--- config.mk ---
export PLATFORM = sky130hd
export DESIGN_NAME = dm_port_arbiter
export DESIGN_NICKNAME = d
export VERILOG_FILES = /design/src/rtl/dm_arb_pkg.sv /design/src/rtl/dm_arb_starve_ctr.sv /design/src/rtl/dm_port_arbiter.sv
export SDC_FILE = /design/constraint.sdc
export NUM_CORES = 1
export LEC_CHECK = 0
export BUFFER_PORTS_ARGS = -buffer_cell sky130_fd_sc_hd__clkbuf_2
export CAP_MARGIN = 25
export CORE_AREA = 2 2 98 100
export DETAILED_ROUTE_END_ITERATION = 16
export DIE_AREA = 0 0 100 102
export HOLD_SLACK_MARGIN = 0.1
export MAX_ROUTING_LAYER = met4
export PLACE_DENSITY = 0.55
export SYNTH_ARGS = -nofsm -noshare
export SYNTH_HDL_FRONTEND = slang
export SYNTH_SLANG_ARGS = --single-unit
--- constraint.sdc ---
create_clock -name clk -period 1.33 [get_ports clk]
set_input_delay 0.133 -clock clk [delete_from_list [all_inputs] [get_ports clk]]
set_output_delay 0.133 -clock clk [all_outputs]
set_load 0.1 [all_outputs]
--- src/rtl/dm_arb_pkg.sv ---
// Shared types and encodings for the data-memory port arbiter.
package dm_arb_pkg;

  typedef enum logic {
    ARB_CPU = 1'b0,
    ARB_DMA = 1'b1
  } arb_state_e;

  localparam logic OWN_C = 1'b0;
  localparam logic OWN_D = 1'b1;

  localparam logic [3:0] WE_NONE = 4'b0000;
  localparam logic [3:0] WE_WORD = 4'b1111;

  function automatic logic is_read(input logic [3:0] we);
    return we == WE_NONE;
  endfunction

endpackage

--- src/rtl/dm_arb_starve_ctr.sv ---
// Saturating DMA starvation counter and forced-burst length counter,
// with threshold flags consumed by the arbiter FSM.
module dm_arb_starve_ctr #(
  parameter int STARVE_MAX = 8,
  parameter int DMA_BURST  = 4,
  parameter int STARVE_W   = (STARVE_MAX > 1) ? $clog2(STARVE_MAX) : 1,
  parameter int BURST_W    = (DMA_BURST > 1) ? $clog2(DMA_BURST) : 1
) (
  input  logic clk,
  input  logic rst,
  input  logic starve_inc_i,
  input  logic burst_inc_i,
  input  logic burst_clr_i,
  output logic starve_at_max_o,
  output logic burst_last_o
);

  logic [STARVE_W-1:0] starve_q, starve_d;
  logic [BURST_W-1:0]  burst_q, burst_d;

  assign starve_at_max_o = (starve_q == STARVE_W'(STARVE_MAX - 1));
  assign burst_last_o    = (burst_q == BURST_W'(DMA_BURST - 1));

  always_comb begin
    starve_d = '0;
    if (starve_inc_i) begin
      starve_d = starve_at_max_o ? starve_q : starve_q + 1'b1;
    end
    burst_d = burst_q;
    if (burst_clr_i) begin
      burst_d = '0;
    end else if (burst_inc_i) begin
      burst_d = burst_last_o ? '0 : burst_q + 1'b1;
    end
  end

  always_ff @(posedge clk) begin
    if (rst) begin
      starve_q <= '0;
      burst_q  <= '0;
    end else begin
      starve_q <= starve_d;
      burst_q  <= burst_d;
    end
  end

endmodule

--- src/rtl/dm_port_arbiter.sv ---
// Two-port (CPU / debug DMA) arbiter for the single-port byte-lane data memory.
// Optional ARB_PERF_EN adds stall / grant / forced-transition counters.
//
// state   | meaning
// ARB_CPU | CPU has priority; refused DMA cycles build starvation credit
// ARB_DMA | forced DMA burst; CPU only gets the port if DMA idles
module dm_port_arbiter
  import dm_arb_pkg::*;
#(
  parameter int ADDR_W     = 14,
  parameter int DATA_W     = 32,
  parameter int STARVE_MAX = 8,
  parameter int DMA_BURST  = 4
) (
  input  logic              clk,
  input  logic              rst,
  input  logic              c_req,
  input  logic [3:0]        c_we,
  input  logic [ADDR_W-1:0] c_addr,
  input  logic [DATA_W-1:0] c_wdata,
  output logic              c_gnt,
  output logic              c_stall,
  output logic              c_rvalid,
  output logic [DATA_W-1:0] c_rdata,
  input  logic              d_req,
  input  logic [3:0]        d_we,
  input  logic [ADDR_W-1:0] d_addr,
  input  logic [DATA_W-1:0] d_wdata,
  output logic              d_gnt,
  output logic              d_rvalid,
  output logic [DATA_W-1:0] d_rdata,
  output logic              m_cs,
  output logic [3:0]        m_we,
  output logic [ADDR_W-1:0] m_addr,
  output logic [DATA_W-1:0] m_wdata,
  input  logic [DATA_W-1:0] m_rdata
`ifdef ARB_PERF_EN
  ,
  output logic [31:0]       perf_c_stall,
  output logic [31:0]       perf_d_grant,
  output logic [15:0]       perf_forced
`endif
);

  arb_state_e state_q;
  logic       rd_owner_q;
  logic       c_rvalid_q, d_rvalid_q;

  logic starve_inc, starve_at_max, burst_inc, burst_clr, burst_last;
  logic force_dma, leave_dma;

  always_comb begin
    c_gnt = 1'b0;
    d_gnt = 1'b0;
    if (state_q == ARB_CPU) begin
      c_gnt = c_req;
      d_gnt = d_req & ~c_req;
    end else begin
      d_gnt = d_req;
      c_gnt = c_req & ~d_req;
    end

    m_we    = WE_NONE;
    m_addr  = '0;
    m_wdata = '0;
    if (c_gnt) begin
      m_we    = c_we;
      m_addr  = c_addr;
      m_wdata = c_wdata;
    end else if (d_gnt) begin
      m_we    = d_we;
      m_addr  = d_addr;
      m_wdata = d_wdata;
    end
  end

  assign m_cs    = c_gnt | d_gnt;
  assign c_stall = c_req & ~c_gnt;

  // Starvation credit only accrues while the CPU holds priority.
  assign starve_inc = (state_q == ARB_CPU) & d_req & ~d_gnt;
  assign force_dma  = starve_inc & starve_at_max;
  assign burst_inc  = (state_q == ARB_DMA) & d_gnt;
  assign burst_clr  = (state_q == ARB_CPU);
  assign leave_dma  = ~d_req | (d_gnt & burst_last);

  dm_arb_starve_ctr #(
    .STARVE_MAX (STARVE_MAX),
    .DMA_BURST  (DMA_BURST)
  ) u_ctr (
    .clk             (clk),
    .rst             (rst),
    .starve_inc_i    (starve_inc),
    .burst_inc_i     (burst_inc),
    .burst_clr_i     (burst_clr),
    .starve_at_max_o (starve_at_max),
    .burst_last_o    (burst_last)
  );

  always_ff @(posedge clk) begin
    if (rst) begin
      state_q    <= ARB_CPU;
      rd_owner_q <= OWN_C;
      c_rvalid_q <= 1'b0;
      d_rvalid_q <= 1'b0;
    end else begin
      case (state_q)
        ARB_CPU: if (force_dma) state_q <= ARB_DMA;
        ARB_DMA: if (leave_dma) state_q <= ARB_CPU;
        default: state_q <= ARB_CPU;
      endcase
      if (m_cs && is_read(m_we)) begin
        rd_owner_q <= d_gnt ? OWN_D : OWN_C;
      end
      c_rvalid_q <= c_gnt & is_read(c_we);
      d_rvalid_q <= d_gnt & is_read(d_we);
    end
  end

  assign c_rvalid = c_rvalid_q;
  assign d_rvalid = d_rvalid_q;
  assign c_rdata  = (c_rvalid_q && rd_owner_q == OWN_C) ? m_rdata : '0;
  assign d_rdata  = (d_rvalid_q && rd_owner_q == OWN_D) ? m_rdata : '0;

`ifdef ARB_PERF_EN
  logic [31:0] perf_c_stall_q, perf_d_grant_q;
  logic [15:0] perf_forced_q;

  always_ff @(posedge clk) begin
    if (rst) begin
      perf_c_stall_q <= '0;
      perf_d_grant_q <= '0;
      perf_forced_q  <= '0;
    end else begin
      if (c_stall)   perf_c_stall_q <= perf_c_stall_q + 1'b1;
      if (d_gnt)     perf_d_grant_q <= perf_d_grant_q + 1'b1;
      if (force_dma) perf_forced_q  <= perf_forced_q + 1'b1;
    end
  end

  assign perf_c_stall = perf_c_stall_q;
  assign perf_d_grant = perf_d_grant_q;
  assign perf_forced  = perf_forced_q;
`endif

endmodule

[Yosys cells after proc, flatten, opt, wreduce, memory -nomap -nowiden]
Cells that the tools add are included.
Operators by class
  bitwise logic cells: 19
  mux-type cells: 15
  reduce and logical (&&, ||, !) cells: 8
  $add $sub $neg: 2
  equality and inequality tests: 2
Operators by type and width (count)
  2-to-1 mux 32 bit: 4
  2-to-1 mux 14 bit: 2
  logical NOT 4 bit: 3
  AND 1 bit: 10
  2-to-1 mux 4 bit: 2
  inverter 1 bit: 7
  2-to-1 mux 1 bit: 5
  OR reduction 2 bit: 2
  adder 3 x 1 -> 3 bit (second input constant): 1
  == test 3 bit (second input constant): 1
  logical AND 1 bit: 3
  adder 2 x 1 -> 2 bit (second input constant): 1
  == test 2 bit (second input constant): 1
  2-to-1 mux 2 bit: 1
  bitwise OR 1 bit: 2
  one-hot mux 1 bit (2 select lines): 1
Word-level totals
  input port bits: 136
  logic and storage cells: 52
  bits in registers: 9

[Longest topological paths before layout]
  depth after elaboration: 8
  gate-level depth with buffers: 5
  depth with buffers taken out: 5

[Modules after synthesis]
Synthesis repeated with hierarchy kept, for this count alone.
Second synthesis, totals
  cells, all modules: 185
  area total of the unflattened synthesis: 1381.3 µm²
Modules (own cells, without submodules)
  dm_port_arbiter: seq. area each 80.1 µm², area an instance 1142.3 µm², cells an instance 164, times used 1
  dm_arb_starve_ctr: seq. area each 100.1 µm², area an instance 239.0 µm², cells an instance 21, times used 1

[Worst setup path before layout]
No wires, ideal clock.
  kind: reg2out
  from: register c_rvalid_q (netlist: c_rvalid)
  to: output c_rdata[10]
  slack: -1035 ps
  stages on the path, launching flop included: 4
  arrival time: 2232 ps
  cell sequence: dfxtp_1 > nor2b_1 > clkbuf_1 > and2_1
On the way
  longest elaborated chain between the ends: 2
Ends and longest elaborated chain
  from (decl): line dm_port_arbiter.sv:47  | logic c_rvalid_q, d_rvalid_q;
  from (signal assigned): line dm_port_arbiter.sv:115  | c_rvalid_q <= c_gnt & is_read(c_we);
  logical AND 1 bit: line dm_port_arbiter.sv:122  | assign c_rdata = (c_rvalid_q && rd_owner_q == OWN_C) ? m_rdata : '0;
  2-to-1 mux 32 bit: line dm_port_arbiter.sv:122
  to (decl): line dm_port_arbiter.sv:24  | output logic [DATA_W-1:0] c_rdata,
Every way passes these cells.

[Worst setup path in the final report]
  from: register state_q
  to: output m_wdata[16]
On the way
  longest elaborated chain between the ends: 3
Ends and longest elaborated chain
  from (decl): line dm_port_arbiter.sv:45  | arb_state_e state_q;
  from (signal assigned): line dm_port_arbiter.sv:102  | state_q <= ARB_CPU;
  from (signal assigned): line dm_port_arbiter.sv:108  | ARB_CPU: if (force_dma) state_q <= ARB_DMA;
  from (signal assigned): line dm_port_arbiter.sv:109  | ARB_DMA: if (leave_dma) state_q <= ARB_CPU;
  2-to-1 mux 1 bit: line dm_port_arbiter.sv:55  | if (state_q == ARB_CPU) begin
  2-to-1 mux 32 bit: line dm_port_arbiter.sv:70  | end else if (d_gnt) begin
  2-to-1 mux 32 bit (*): line dm_port_arbiter.sv:66  | if (c_gnt) begin
  to (decl): line dm_port_arbiter.sv:35  | output logic [DATA_W-1:0] m_wdata,
Every way passes the cells marked *; elsewhere a longest branch is shown, timed or not.

==> impl_metrics.csv <==
group,metric,value,unit
outcome,status,"complete, but fails checks",
outcome,violations,"setup timing",
timing,finalSetupViolCount,86,
power_and_ir_drop,power,2.901,mW
detailed_routing,drc,0,
power_and_ir_drop,irDropWorstVdd,0.0004149,V
power_and_ir_drop,power.leakage,2.732,nW
detailed_routing,drt-total-wl,10480,um
grt,first_global_vias,2824,
worst_setup_path,critPathRequiredTime,1.20,ns
synthesis,ys_top_cells_by_count,"a22o_1 (49), and3_1 (33), and2_1 (32)",
power_and_ir_drop,pwr_density_cell,504.5,nW/um^2
grt,top_usage_layer,"met2",
detailed_routing,antenna_left,0,
synthesis,syn-num-nets,322,
timing,maxSlewViolCount,0,
flow_run,max-cap-violations,0,
synthesis,syn_inst,183,
worst_setup_path,worstPathCellList,"nand2b_4 -> nand2_4 -> inv_8 -> buf_12 -> a22o_2 -> buf_12",
floorplan,core-area,9109,um^2
synthesis,synth_ff_type,"dfxtp_1",
synthesis,seq_area_frac_synth,0.1321,
worst_setup_path,critPathSlowestCell,"dfxtp_2",
finish,finish.utilization,0.6312,
floorplan,initial_core_util,0.1497,
finish,finalNetCount,595,
finish,area_delta_synth_final,321.6,%
place,hpwl,8128,um
clock_network,clkLatencyLatePin,0.23,ns
synthesis,syn_avg_cell_area,7.453,um^2
clock_network,cts_hold_buf,0,
worst_setup_path,start_kind,"flop",
finish,diodes,0,
timing,post-route-period-util,1.199,
synthesis,ys_async_sr_fraction,0,
finish,fillers,676,
synthesis,ys_ff_latch,9,
place,gp_congestion,0.7347,
worst_setup_path,path_class,"reg2out",
finish,final_design_area_no_fill,5749,um^2
synthesis,mappedNetlistArea,1364,um^2
timing,fin_skew,0.002166,ns
floorplan,die_y,102,um
grt,grt_max_degree,23,
grt,overflow,0,
timing,fin_ws,-0.2649,ns
detailed_routing,drt-wirelength-per-cell,18.51,um
worst_setup_path,critPathMaxStageDelay,0.32,ns
clock_network,cts_tree,"done",
timing,max_slew.worst_pin.slew,0.3847,ns
worst_setup_path,worst_ep_arrival_time,1.46,ns
grt,met3_usage,0.03694,
detailed_routing,drt_iter0_drc,35,
clock_network,clk_pin_slew,0.04,ns
finish,layout-drive-gt1-share,0.9187,
timing,clock.fmax,0.6270,GHz
worst_hold_path,hp-class,"in2reg",
synthesis,yosys_warnings,0,
grt,met1_usage,0.2133,
clock_network,cts.path.max_buffers,2,
worst_setup_path,endpoint_kind,"primary output",
timing,whs,0.1354,ns
timing,timing.slew.headroom,0.7427,
synthesis,synth.largest_area_cell,"a22o_1",
floorplan,ios,256,
detailed_routing,first_pass_iters,4,
place,io_buffer_count,255,
clock_network,root_buffer,"clkbuf_8",
timing,fin_setup_tns,-15.93,ns
detailed_routing,num_vias,2608,
timing,rsz0062_at_grt,"yes",
worst_setup_path,crit_fanout,9,
worst_setup_path,cpMostUsedCell,"buf_12",
synthesis,post-synth-top-count-cell,"a22o_1",
floorplan,die_x,100,um
clock_network,clock-sinks,9,
detailed_routing,routed_via_density,4.608,
floorplan,die_area,10200,um^2
synthesis,synth-edff-count,0,
synthesis,synth_top_area_frac,0.3147,
synthesis,synth_area_leaders,"a22o_1 (31%), and3_1 (15%), and2_1 (15%), dfxtp_1 (13%), buf_2 (3.7%)",
clock_network,cts_buffers,3,
timing,fin_crit,1.595,ns
worst_setup_path,path_buf_inv,3,
grt,antenna_found_initial,0,
grt,use_met2,0.3779,
grt,track_usage,0.1956,
floorplan,rows,35,
worst_setup_path,critPathTopFamily,"buffers and inverters",
clock_network,cts_htree_levels,1,
synthesis,synth_cell_type_count,25,
timing,hold_viol_final,0,
place,dpl_cell_area,5075,um^2
grt,grt_pass1_wl,15350,um
==> flip-flops by register name (all words and copies together), names as in the netlist <==
signal,count
c_rvalid,1
state_q,1
u_ctr.burst_q,2
rd_owner_q,1
d_rvalid,1
u_ctr.starve_q,3
==> metrics by stage <==
| stage | std cells | setup WS, ns |
|---|---|---|
| floorplan | 183 | -0.1040 |
| global placement | 549 | -0.05116 |
| detailed placement | 549 | -0.06704 |
| CTS | 568 | -0.2547 |
| global route | 566 | -0.3061 |
| finish | 566 | -0.2649 |
==> report_power, final <==
group | switching (mW) | leakage [nW] | internal, mW | total, mW
registers | 0.00337 | 0.0756 | 0.269 | 0.272
clock network | 0.106 | 0.0228 | 0.209 | 0.314
logic | 1.37 | 2.63 | 0.941 | 2.31
==> worst register-to-register path: stages, from the launching register on <==
cell and delay, ns:
dfxtp_2 0.32, nand2b_4 0.15, buf_4 0.13, buf_6 0.11, a32oi_2 0.22, buf_4 0.16, o2111ai_4 0.10, mux2i_1 0.15
==> path summary, 6_finish.rpt <==
check,start,endpoint,slack (ns),cells past startpoint
worst max-delay path,state_q$_SDFF_PP0_,m_wdata[16],-0.26,6
worst min-delay path,c_we[1],c_rvalid$_SDFF_PP0_,0.14,2
worst max register to register,state_q$_SDFF_PP0_,rd_owner_q$_SDFFE_PP0P_,-0.13,7
worst min register to register,u_ctr.starve_q[2]$_SDFFE_PP0N_,u_ctr.starve_q[2]$_SDFFE_PP0N_,0.52,2
==> layout by cell type (no fill, tap or decap), drive strengths merged <==
cell type	count
o21ai	1
or4	1
o2111ai	1
and2	32
or2	1
nor3	3
o32ai	1
clkbuf	139
mux2	1
nor2	8
a21bo	1
nand2b	3
dfxtp	9
nand2	4
a32oi	1
inv	4
xor2	1
buf	152
nor2b	2
mux2i	4
and3	33
a22o	49
a21oi	1
ha	3
==> routing by layer <==
| metal | up-vias | part of all wire |
|---|---|---|
| met5 | - | 0 |
| li1 | 1244 | - |
| met3 | 6 | 0.071 |
| met1 | 1216 | 0.36 |
| met4 | 0 | 0.0058 |
| met2 | 142 | 0.57 |
==> area by class of cell <==
class                   instances  area (um^2)  share of cell area
inverters                       4        27.53            0.004788
well taps                     111        138.9             0.02416
repair buffers                287         3558              0.6189
multi-input cells             151         1787              0.3108
flip-flops and latches          9        192.7             0.03351
clock buffers                   4        45.04            0.007835
==> timing repair <==
| item | in CTS | in global routing |
|---|---|---|
| endpoints found under the setup margin | 116 | 118 |
| gates resized for setup | 53 | 19 |
| hold endpoints to repair | 0 | 0 |
| gates cloned | 7 | 0 |
| setup buffers | 8 | 1 |
| pin swaps | 16 | 2 |
==> kinds of logic after synthesis <==
logic type                 count (synthesis)  synth area share
buffers and inverters                     23           0.07248
xor gates and xnor gates                   1          0.006423
DFF                                        9            0.1321
muxes                                      5           0.03762
AOI/OAI and AO/OA                         55            0.3486
and+or+nand+nor                           87            0.3752
adders and majority gates                  3           0.02753
(Power assumes the default switching activity.)
